## config.mk

```make
export PLATFORM = sky130hd
export DESIGN_NAME = pswd_auth_gen_flat
export DESIGN_NICKNAME = d
export VERILOG_FILES = /design/src/rtl/pswd_auth_gen_if.sv /design/src/rtl/pswd_auth_gen.sv /design/src/flat_wrapper.sv
export SDC_FILE = /design/constraint.sdc
export NUM_CORES = 1
export LEC_CHECK = 0
export ABC_AREA = 1
export BUFFER_PORTS_ARGS = -buffer_cell sky130_fd_sc_hd__buf_4
export CELL_PAD_IN_SITES_DETAIL_PLACEMENT = 0
export CELL_PAD_IN_SITES_GLOBAL_PLACEMENT = 1
export CORE_MARGIN = 10
export CORE_UTILIZATION = 45
export CTS_CLUSTER_SIZE = 40
export DETAILED_ROUTE_END_ITERATION = 12
export PLACE_DENSITY = 0.81
export SLEW_MARGIN = 10
export SYNTH_ARGS = -nofsm -noshare
export SYNTH_HDL_FRONTEND = slang
export SYNTH_SLANG_ARGS = --single-unit
```

## constraint.sdc

```tcl
create_clock -name clk -period 2.8 [get_ports clk]
set_clock_uncertainty 0.15 [all_clocks]
set_input_delay 0.56 -clock clk [delete_from_list [all_inputs] [get_ports clk]]
set_output_delay 0.56 -clock clk [all_outputs]
set_load 0.01 [all_outputs]
```

## src/rtl/pswd_auth_gen_if.sv

```systemverilog
// pswd_auth_gen_if: user-entry, ROM and status bundle.
// The master side drives entry inputs and ROM data; the slave side is the controller.
interface pswd_auth_gen_if #(
    parameter int DIGIT_W  = 4,
    parameter int N_DIGITS = 4,
    parameter int ID_W     = 4,
    parameter int MAX_FAIL = 3
);
    localparam int PW = DIGIT_W * N_DIGITS;
    localparam int FW = $clog2(MAX_FAIL + 1);

    logic [DIGIT_W-1:0] in_toggle;
    logic               push_button;
    logic [ID_W-1:0]    internalid;
    logic               access_rom;
    logic               logout;
    logic [ID_W-1:0]    rom_addr;
    logic [PW-1:0]      rom_data;
    logic               redled;
    logic               greenled;
    logic               authorise_bit;
    logic               locked;
    logic [FW-1:0]      fail_count;

    modport master (
        output in_toggle, push_button, internalid,
        output access_rom, logout, rom_data,
        input  rom_addr, redled, greenled,
        input  authorise_bit, locked, fail_count
    );

    modport slave (
        input  in_toggle, push_button, internalid,
        input  access_rom, logout, rom_data,
        output rom_addr, redled, greenled,
        output authorise_bit, locked, fail_count
    );
endinterface

```

## src/rtl/pswd_auth_gen.sv

```systemverilog
// pswd_auth_gen: digit entry, ROM fetch and compare, grant/deny.
// Consecutive mismatches are counted and trigger a timed lockout.
module pswd_auth_gen #(
    parameter int DIGIT_W     = 4,
    parameter int N_DIGITS    = 4,
    parameter int ID_W        = 4,
    parameter int MAX_FAIL    = 3,
    parameter int LOCK_CYCLES = 1024
) (
    input  logic clk,
    input  logic reset,
    pswd_auth_gen_if.slave bus
);
    localparam int PW = DIGIT_W * N_DIGITS;
    localparam int FW = $clog2(MAX_FAIL + 1);
    localparam int CW = $clog2(N_DIGITS + 1);
    localparam int LW = (LOCK_CYCLES > 1) ? $clog2(LOCK_CYCLES) : 1;

    localparam logic [CW-1:0] CNT_FULL  = CW'(N_DIGITS);
    localparam logic [CW-1:0] CNT_ONE   = CW'(1);
    localparam logic [FW-1:0] FAIL_LAST = FW'(MAX_FAIL - 1);
    localparam logic [FW-1:0] FAIL_MAX  = FW'(MAX_FAIL);
    localparam logic [LW-1:0] LOCK_LOAD = LW'(LOCK_CYCLES - 1);

    typedef enum logic [2:0] {
        IDLE,
        ENTRY,
        FETCH,
        WAIT,
        COMPARE,
        GRANTED,
        DENIED,
        LOCKED
    } state_t;

    state_t          state;
    logic [PW-1:0]   entry;
    logic [CW-1:0]   dcnt;
    logic [ID_W-1:0] id_lat;
    logic [ID_W-1:0] rom_addr_q;
    logic [LW-1:0]   lock_cnt;
    logic            redled_q;
    logic            greenled_q;
    logic            auth_q;
    logic            locked_q;
    logic [FW-1:0]   fail_q;

    logic [PW-1:0] digit_ext;
    assign digit_ext = PW'(bus.in_toggle);

    // Controller FSM; every output is a register updated here.
    always_ff @(posedge clk or negedge reset) begin
        if (!reset) begin
            state      <= IDLE;
            entry      <= '0;
            dcnt       <= '0;
            id_lat     <= '0;
            rom_addr_q <= '0;
            lock_cnt   <= '0;
            redled_q   <= 1'b0;
            greenled_q <= 1'b0;
            auth_q     <= 1'b0;
            locked_q   <= 1'b0;
            fail_q     <= '0;
        end else if (bus.logout && state != LOCKED && state != IDLE) begin
            // Session end wins over everything but lockout; fail count survives.
            state      <= IDLE;
            entry      <= '0;
            dcnt       <= '0;
            redled_q   <= 1'b0;
            greenled_q <= 1'b0;
            auth_q     <= 1'b0;
        end else begin
            unique case (state)
                IDLE: begin
                    if (bus.push_button) begin
                        entry <= digit_ext;
                        dcnt  <= CNT_ONE;
                        state <= ENTRY;
                    end
                end
                ENTRY: begin
                    if (bus.access_rom && dcnt == CNT_FULL) begin
                        id_lat <= bus.internalid;
                        state  <= FETCH;
                    end else if (bus.push_button && dcnt != CNT_FULL) begin
                        entry <= (entry << DIGIT_W) | digit_ext;
                        dcnt  <= dcnt + CNT_ONE;
                    end
                end
                FETCH: begin
                    rom_addr_q <= id_lat;
                    state      <= WAIT;
                end
                WAIT: begin
                    state <= COMPARE;
                end
                COMPARE: begin
                    if (bus.rom_data == entry) begin
                        greenled_q <= 1'b1;
                        auth_q     <= 1'b1;
                        fail_q     <= '0;
                        state      <= GRANTED;
                    end else if (fail_q == FAIL_LAST) begin
                        redled_q <= 1'b1;
                        locked_q <= 1'b1;
                        fail_q   <= FAIL_MAX;
                        lock_cnt <= LOCK_LOAD;
                        state    <= LOCKED;
                    end else begin
                        redled_q <= 1'b1;
                        fail_q   <= fail_q + FW'(1);
                        state    <= DENIED;
                    end
                end
                GRANTED: begin
                    state <= GRANTED;
                end
                DENIED: begin
                    if (bus.push_button) begin
                        entry    <= digit_ext;
                        dcnt     <= CNT_ONE;
                        redled_q <= 1'b0;
                        state    <= ENTRY;
                    end
                end
                LOCKED: begin
                    if (lock_cnt == '0) begin
                        state    <= IDLE;
                        entry    <= '0;
                        dcnt     <= '0;
                        fail_q   <= '0;
                        redled_q <= 1'b0;
                        locked_q <= 1'b0;
                    end else begin
                        lock_cnt <= lock_cnt - LW'(1);
                    end
                end
            endcase
        end
    end

    assign bus.rom_addr      = rom_addr_q;
    assign bus.redled        = redled_q;
    assign bus.greenled      = greenled_q;
    assign bus.authorise_bit = auth_q;
    assign bus.locked        = locked_q;
    assign bus.fail_count    = fail_q;
endmodule

```

## src/flat_wrapper.sv

```systemverilog
// flat-port wrapper written by rule: the top's interface ports become plain ports
module pswd_auth_gen_flat 
#(
    parameter int DIGIT_W     = 4,
    parameter int N_DIGITS    = 4,
    parameter int ID_W        = 4,
    parameter int MAX_FAIL    = 3,
    parameter int LOCK_CYCLES = 1024
)
  (clk, reset, bus_in_toggle, bus_push_button, bus_internalid, bus_access_rom, bus_logout, bus_rom_data, bus_rom_addr, bus_redled, bus_greenled, bus_authorise_bit, bus_locked, bus_fail_count);
  pswd_auth_gen_if #(.DIGIT_W(DIGIT_W), .N_DIGITS(N_DIGITS), .ID_W(ID_W), .MAX_FAIL(MAX_FAIL)) bus_i ();
  input  logic clk;
  input  logic reset;
  input wire logic [$bits(bus_i.in_toggle)-1:0] bus_in_toggle;
  input wire logic [$bits(bus_i.push_button)-1:0] bus_push_button;
  input wire logic [$bits(bus_i.internalid)-1:0] bus_internalid;
  input wire logic [$bits(bus_i.access_rom)-1:0] bus_access_rom;
  input wire logic [$bits(bus_i.logout)-1:0] bus_logout;
  input wire logic [$bits(bus_i.rom_data)-1:0] bus_rom_data;
  output wire logic [$bits(bus_i.rom_addr)-1:0] bus_rom_addr;
  output wire logic [$bits(bus_i.redled)-1:0] bus_redled;
  output wire logic [$bits(bus_i.greenled)-1:0] bus_greenled;
  output wire logic [$bits(bus_i.authorise_bit)-1:0] bus_authorise_bit;
  output wire logic [$bits(bus_i.locked)-1:0] bus_locked;
  output wire logic [$bits(bus_i.fail_count)-1:0] bus_fail_count;
  assign bus_i.in_toggle = bus_in_toggle;
  assign bus_i.push_button = bus_push_button;
  assign bus_i.internalid = bus_internalid;
  assign bus_i.access_rom = bus_access_rom;
  assign bus_i.logout = bus_logout;
  assign bus_i.rom_data = bus_rom_data;
  assign bus_rom_addr = bus_i.rom_addr;
  assign bus_redled = bus_i.redled;
  assign bus_greenled = bus_i.greenled;
  assign bus_authorise_bit = bus_i.authorise_bit;
  assign bus_locked = bus_i.locked;
  assign bus_fail_count = bus_i.fail_count;
  pswd_auth_gen #(.DIGIT_W(DIGIT_W), .N_DIGITS(N_DIGITS), .ID_W(ID_W), .MAX_FAIL(MAX_FAIL), .LOCK_CYCLES(LOCK_CYCLES)) u_core (.clk(clk), .reset(reset), .bus(bus_i));
endmodule
```

After elaboration in Yosys (flattened, before gate mapping) --
Cells that the tools add are included.
Cells by class: divide/modulo/power cells 0, add/subtract/negate cells 3, reductions and logical operators 22, eq/ne operators 23, multipliers 0, mux-type cells 36, $lt $le $gt $ge 0, shift operators 0, bitwise gates (word level) 2
Operators with widths (number):
- $mux W16 | 5
- $pmux W16 S3 | 1
- $mux W10 | 3
- $mux W3 | 8
- $pmux W3 S7 | 1
- $pmux W10 S2 | 1
- $eq A16 B16 Y1 | 1
- $or A16 B4 Y16 | 1
- $eq A3 B3 Y1 const B | 5
- $reduce_and A5 Y1 | 3
- $ne A3 B1 Y1 const B | 4
- $logic_not A10 Y1 | 1
- $mux W1 | 10
- $sub A10 B1 Y10 const B | 1
- $ne A3 B2 Y1 const B | 3
- $pmux W3 S3 | 1
- $reduce_and A3 Y1 | 3
- $reduce_bool A4 Y1 | 2
- $eq A3 B2 Y1 const B | 2
- $mux W2 | 3
- $ne A3 B3 Y1 const B | 2
- $reduce_bool A2 Y1 | 3
- $logic_and A1 B1 Y1 | 4
- $ne A2 B1 Y1 const B | 2
- 14 further kinds | 16
Word-level totals: flip-flop bits (word level) 45, logic and storage cells 96, output and inout port bits 10, memories kept 0, latch bits 0, memory bits (writable) 0, bits in read-only memories 0

Logic depth before layout (Yosys ltp) --
word-level depth 6, gate-level depth with buffers 13, mapped depth without buffers 11

Least setup slack after synthesis --
No wires, ideal clock.
kind flip-flop to flip-flop, from reg u_core.lock_cnt[0], to reg u_core.dcnt[2], slack 0.917 ns, period minus slack after synthesis 1.883 ns, data arrival time 1.610 ns, cell stages (with the launch flop) 14, data required time 2.527 ns, cell sequence dfrtp_1 inv_1 ha_1 nand2_1 nor3_1 a21oi_4 inv_2 nand2_1 nor2_2 nand2_2 buf_6 buf_6 nand2_1 o21ai_2
Between the ends: longest elaborated chain between the ends 3
Ends and longest elaborated chain:
- start: declaration | line pswd_auth_gen.sv:41 | logic [LW-1:0] lock_cnt;
- start signal: assignment | line pswd_auth_gen.sv:136 | lock_cnt <= lock_cnt - LW'(1);
- $logic_not A10 Y1 | line pswd_auth_gen.sv:128 | if (lock_cnt == '0) begin
- $ne A3 B1 Y1 (no line)
- $reduce_and A5 Y1 (no line)
- end signal: assignment | line pswd_auth_gen.sv:88 | dcnt <= dcnt + CNT_ONE;
- end: declaration | line pswd_auth_gen.sv:38 | logic [CW-1:0] dcnt;
No other way between the ends. A chain may end at the register's enable or synchronous reset.

Worst setup path after layout --
from reg u_core.state[2], to reg u_core.entry[13]
Between the ends: longest elaborated chain between the ends 5
Ends and longest elaborated chain:
- start: declaration | line pswd_auth_gen.sv:36 | state_t state;
- start signal: assignment | line pswd_auth_gen.sv:54 | state <= IDLE;
- start signal: assignment | line pswd_auth_gen.sv:67 | state <= IDLE;
- start signal: assignment | line pswd_auth_gen.sv:79 | state <= ENTRY;
- $ne A3 B3 Y1 | line pswd_auth_gen.sv:65 | end else if (bus.logout && state != LOCKED && state != IDLE) begin
- $logic_and A1 B1 Y1 (2 in a row) | line pswd_auth_gen.sv:65
- $ne A3 B1 Y1 (no line), or another cell as far along
- $reduce_and A5 Y1 (no line)
- end signal: assignment | line pswd_auth_gen.sv:77 | entry <= digit_ext;
- end signal: assignment | line pswd_auth_gen.sv:87 | entry <= (entry << DIGIT_W) | digit_ext;
- end signal: assignment | line pswd_auth_gen.sv:121 | entry <= digit_ext;
- end: declaration | line pswd_auth_gen.sv:37 | logic [PW-1:0] entry;
Parallel ways exist; a longest one is shown, timed or not.

==> flow_metrics.env <==
export IMPL_antenna_diode_count=0
export IMPL_cts_resized=0
export IMPL_timing_worst_setup_path_type="reg -> reg"
export IMPL_p_per_area_mw_per_mm2=953.2
export IMPL_postCtsSetupBuffers=0
export IMPL_timing_rr_start="u_core.state[2]$_DFFE_PN0P_"
export IMPL_fin_hold_ws_ps=97.29
export IMPL_die_height_um=97.41
export IMPL_routed_via_density=4.837
export IMPL_dpl_hpwl_um=4296
export IMPL_netlist_area_leader_share_pct=41.76
export IMPL_synth_cell_type_count=36
export IMPL_wirelength_um=5760
export IMPL_slew_headroom_pct=52.71
export IMPL_synthesis_area_sq_mm=0.002696
export IMPL_initial_util_pct=45.81
export IMPL_muxShareOfSynthArea_pct=0
export IMPL_combinational_family_with_the_most_area_after_synthesis="simple AND/OR/NAND/NOR gates"
export IMPL_max_stage_delay_ps=550
export IMPL_critPathCaptureType="flip-flop"
export IMPL_num_io_pins=39
export IMPL_ant_nets=0
export IMPL_final_setup_viol_count=0
export IMPL_critPathBufInv=2
export IMPL_first_iter_violations=76
export IMPL_finalNetCount=431
export IMPL_mappedNetlistNets=396
export IMPL_detailroute_via_count=2288
export IMPL_htree_num_levels=2
export IMPL_antenna_found_initial=0
export IMPL_average_routed_wire_per_standard_cell_um=12.18
export IMPL_grtUsageTotal_pct=12.78
export IMPL_syn_area_per_cell_sq_um=7.448
export IMPL_cts_made_buffers=5
export IMPL_fmaxAchievable_mhz=424.1
export IMPL_synth_async_reset_ratio_pct=100.0
export IMPL_post_synthesis_compound_gate_area_fraction_pct=12.95
export IMPL_grt_setup_unrepaired="false"
export IMPL_ctsRootBufferMaster="sky130_fd_sc_hd__clkbuf_8"
export IMPL_grt_first_pass_wirelength_um=10340
export IMPL_layout_worst_path_cycle_share_pct=84.21
export IMPL_area_of_the_die_sq_mm=0.009488
export IMPL_post_synth_fa_ha_maj_area_fraction_pct=2.320
export IMPL_dpl_worst_slack_ps=429.5
export IMPL_hold_path_class="in -> async"
export IMPL_drcViolationCount=0
export IMPL_yosys_area_share_xor_xnor_pct=2.599
export IMPL_clock_tree_from_tritoncts="done"
export IMPL_first_global_vias=2240
export IMPL_report_final_slew_viol_count=0
export IMPL_tns_ps=0
export IMPL_drt_pre_antenna_iters=4
export IMPL_hold_violations=0
export IMPL_postSynthCellCount=362
export IMPL_static_leakage_power_nw=1.594
export IMPL_outcome="finished clean"
export IMPL_grt_overflow_total=0
export IMPL_synth_area_leaders="sky130_fd_sc_hd__dfrtp_1 42%, sky130_fd_sc_hd__nand2_1 14%, sky130_fd_sc_hd__inv_1 6.8%, sky130_fd_sc_hd__nand3_1 4.8%, sky130_fd_sc_hd__nor2_1 4.6%"
export IMPL_peakVddDrop_v=0.0003766
export IMPL_simple_gate_share_of_the_synthesized_area_pct=30.07
export IMPL_critical_path_cell_chain="inv_1 -> nand2_2 -> nand3_1 -> inv_2 -> nand3_1 -> nand2_2 -> nand2_1 -> o21ai_0"
export IMPL_synth_warnings=0
export IMPL_synthToLayoutAreaGrowth_pct=15.87
export IMPL_synth_edf_count=0
export IMPL_final_critical_path_setup_slack_ps=442.2
export IMPL_layout_cell_share_with_drive_strength_beyond_1_pct=18.84
export IMPL_hold_buffers=0
export IMPL_report_power_total_w=0.002978
export IMPL_cp_data_arrival_time_ps=2410
export IMPL_critical_path_top_delay_family="simple AND/OR/NAND/NOR gates"
export IMPL_timing_final_crit_period_ps=2358
export IMPL_clk_pin_slew_ps=90
export IMPL_dieWidth_um=97.41
export IMPL_worstMarginPinSlew_ps=706.9
export IMPL_critical_path_peak_fanout=38
export IMPL_cts_sinks=45
export IMPL_gpl_final_weighted_congestion=0.8146
export IMPL_yosys_register_bits=45
export IMPL_synth_seq_area_share_pct=41.76
export IMPL_ys_dominant_reg_cell="sky130_fd_sc_hd__dfrtp_1"
export IMPL_worstSkewPairLatency_ps=300
export IMPL_cap_viol_max_count=0
export IMPL_coreArea_sq_mm=0.005886
export IMPL_grt_start_max_net_pins=46
export IMPL_crit_path_start_kind="flip-flop"
export IMPL_floorplan_rows=28
export IMPL_clockBufferDepth=2
export IMPL_timing_critical_path_slowest_stage_cell="sky130_fd_sc_hd__nand2_2"
export IMPL_cp_startpoint="u_core.state[2]$_DFFE_PN0P_"
export IMPL_port_buffers=38
export IMPL_worstPathRequired_ps=2850
export IMPL_synth_top_cell_by_area="sky130_fd_sc_hd__dfrtp_1"
-- cell families after synthesis --
kind of cell	count (synthesis)
flops	45
simple gates	184
xor+xnor	8
compound gates	56
buf+inv	64
fa+ha+maj	5
-- worst paths after layout --
path / to / slack, ps / cells after the start
worst max register to register: u_core.entry[13]$_DFFE_PN0P_ / 440 / 8
worst min-delay path: u_core.id_lat[1]$_DFFE_PN0P_ / 100 / 1
worst max-delay path: u_core.entry[13]$_DFFE_PN0P_ / 440 / 8
min in group clk: u_core.id_lat[1]$_DFFE_PN0P_ / 310 / 3
max in group asynchronous: u_core.lock_cnt[0]$_DFFE_PN0P_ / 2000 / 1
worst min register to register: u_core.lock_cnt[0]$_DFFE_PN0P_ / 330 / 1
-- routing by layer --
layer,track usage [%],share of wire (%)
met5,0,0
met4,4.139,1.6
met3,3.201,4.0
met2,20.49,46
met1,16.31,49
-- state kept, by name, indices dropped and copies added (netlist names) --
| signal | flops |
|---|---|
| u_core.bus.fail_count | 2 |
| u_core.bus.greenled | 1 |
| u_core.bus.locked | 1 |
| u_core.bus.redled | 1 |
| u_core.bus.rom_addr | 4 |
| u_core.dcnt | 3 |
| u_core.entry | 16 |
| u_core.id_lat | 4 |
| u_core.lock_cnt | 10 |
| u_core.state | 3 |
-- final cells by class --
cell class | count | area [sq um]
Inverter | 53 | 198.9
Multi-Input combinational cell | 253 | 1292
Clock inverter | 2 | 37.54
Tap cell | 75 | 93.84
Sequential cell | 45 | 1126
Clock buffer | 6 | 82.58
Timing Repair Buffer | 39 | 292.8
Fill cell | 616 | 2761
-- Yosys cell counts (2+ instances only) --
cell type and n:
sky130_fd_sc_hd__buf_6 3, sky130_fd_sc_hd__nand3_4 2, sky130_fd_sc_hd__inv_2 4, sky130_fd_sc_hd__nand2_2 4, sky130_fd_sc_hd__o21ai_2 10, sky130_fd_sc_hd__nor2_1 33, sky130_fd_sc_hd__buf_4 3, sky130_fd_sc_hd__o21ai_0 22
sky130_fd_sc_hd__buf_2 2, sky130_fd_sc_hd__nand2_1 102, sky130_fd_sc_hd__clkbuf_1 2, sky130_fd_sc_hd__o21ai_1 10, sky130_fd_sc_hd__xor2_1 6, sky130_fd_sc_hd__inv_1 49, sky130_fd_sc_hd__nand4_1 3, sky130_fd_sc_hd__nand3_1 26
sky130_fd_sc_hd__xnor2_1 2, sky130_fd_sc_hd__ha_1 5, sky130_fd_sc_hd__nor2_2 2, sky130_fd_sc_hd__dfrtp_1 45, sky130_fd_sc_hd__a21boi_0 2, sky130_fd_sc_hd__nor3_1 6, sky130_fd_sc_hd__a21oi_1 6
-- per-stage QoR --
| step | instances | util [%] | instance area [sq um] |
|---|---|---|---|
| global route | 473 | 53.08 | 3124 |
| floorplan | 362 | - | 2696 |
| CTS | 473 | 53.08 | 3124 |
| detailed placement | 465 | 51.04 | 3004 |
| global placement | 465 | 51.04 | 3004 |
| finish | 473 | 53.08 | 3124 |
-- where the power goes --
group,total [W],internal [W],switching [W],leakage [nW]
combinational,0.00131,0.000493,0.000814,0.976
sequential,0.00115,0.000914,0.000240,0.560
clock,0.000517,0.000290,0.000226,0.0574
-- worst reg2reg max path: stages (launching register included) --
cell,delay [ps]
sky130_fd_sc_hd__dfrtp_1,530
sky130_fd_sc_hd__inv_1,170
sky130_fd_sc_hd__nand2_2,150
sky130_fd_sc_hd__nand3_1,130
sky130_fd_sc_hd__inv_2,230
sky130_fd_sc_hd__nand3_1,120
sky130_fd_sc_hd__nand2_2,550
sky130_fd_sc_hd__nand2_1,130
sky130_fd_sc_hd__o21ai_0,110
-- cell usage in the layout, fill, tap and decap left out, types with 2 or more instances in the layout --
| cell | count |
|---|---|
| sky130_fd_sc_hd__nor2_1 | 33 |
| sky130_fd_sc_hd__a21boi_0 | 2 |
| sky130_fd_sc_hd__clkbuf_8 | 6 |
| sky130_fd_sc_hd__nand2_1 | 102 |
| sky130_fd_sc_hd__dfrtp_1 | 45 |
| sky130_fd_sc_hd__inv_2 | 4 |
| sky130_fd_sc_hd__nor2_2 | 2 |
| sky130_fd_sc_hd__o21ai_0 | 22 |
| sky130_fd_sc_hd__nand3_4 | 2 |
| sky130_fd_sc_hd__o21ai_2 | 10 |
| sky130_fd_sc_hd__ha_1 | 5 |
| sky130_fd_sc_hd__nand2_2 | 4 |
| sky130_fd_sc_hd__xnor2_1 | 2 |
| sky130_fd_sc_hd__buf_4 | 39 |
| sky130_fd_sc_hd__nand4_1 | 3 |
| sky130_fd_sc_hd__a21oi_1 | 6 |
| sky130_fd_sc_hd__inv_1 | 49 |
| sky130_fd_sc_hd__xor2_1 | 6 |
| sky130_fd_sc_hd__o21ai_1 | 10 |
| sky130_fd_sc_hd__nor3_1 | 6 |
| sky130_fd_sc_hd__nand3_1 | 26 |
No activity file was read; power rests on OpenSTA's default activity.
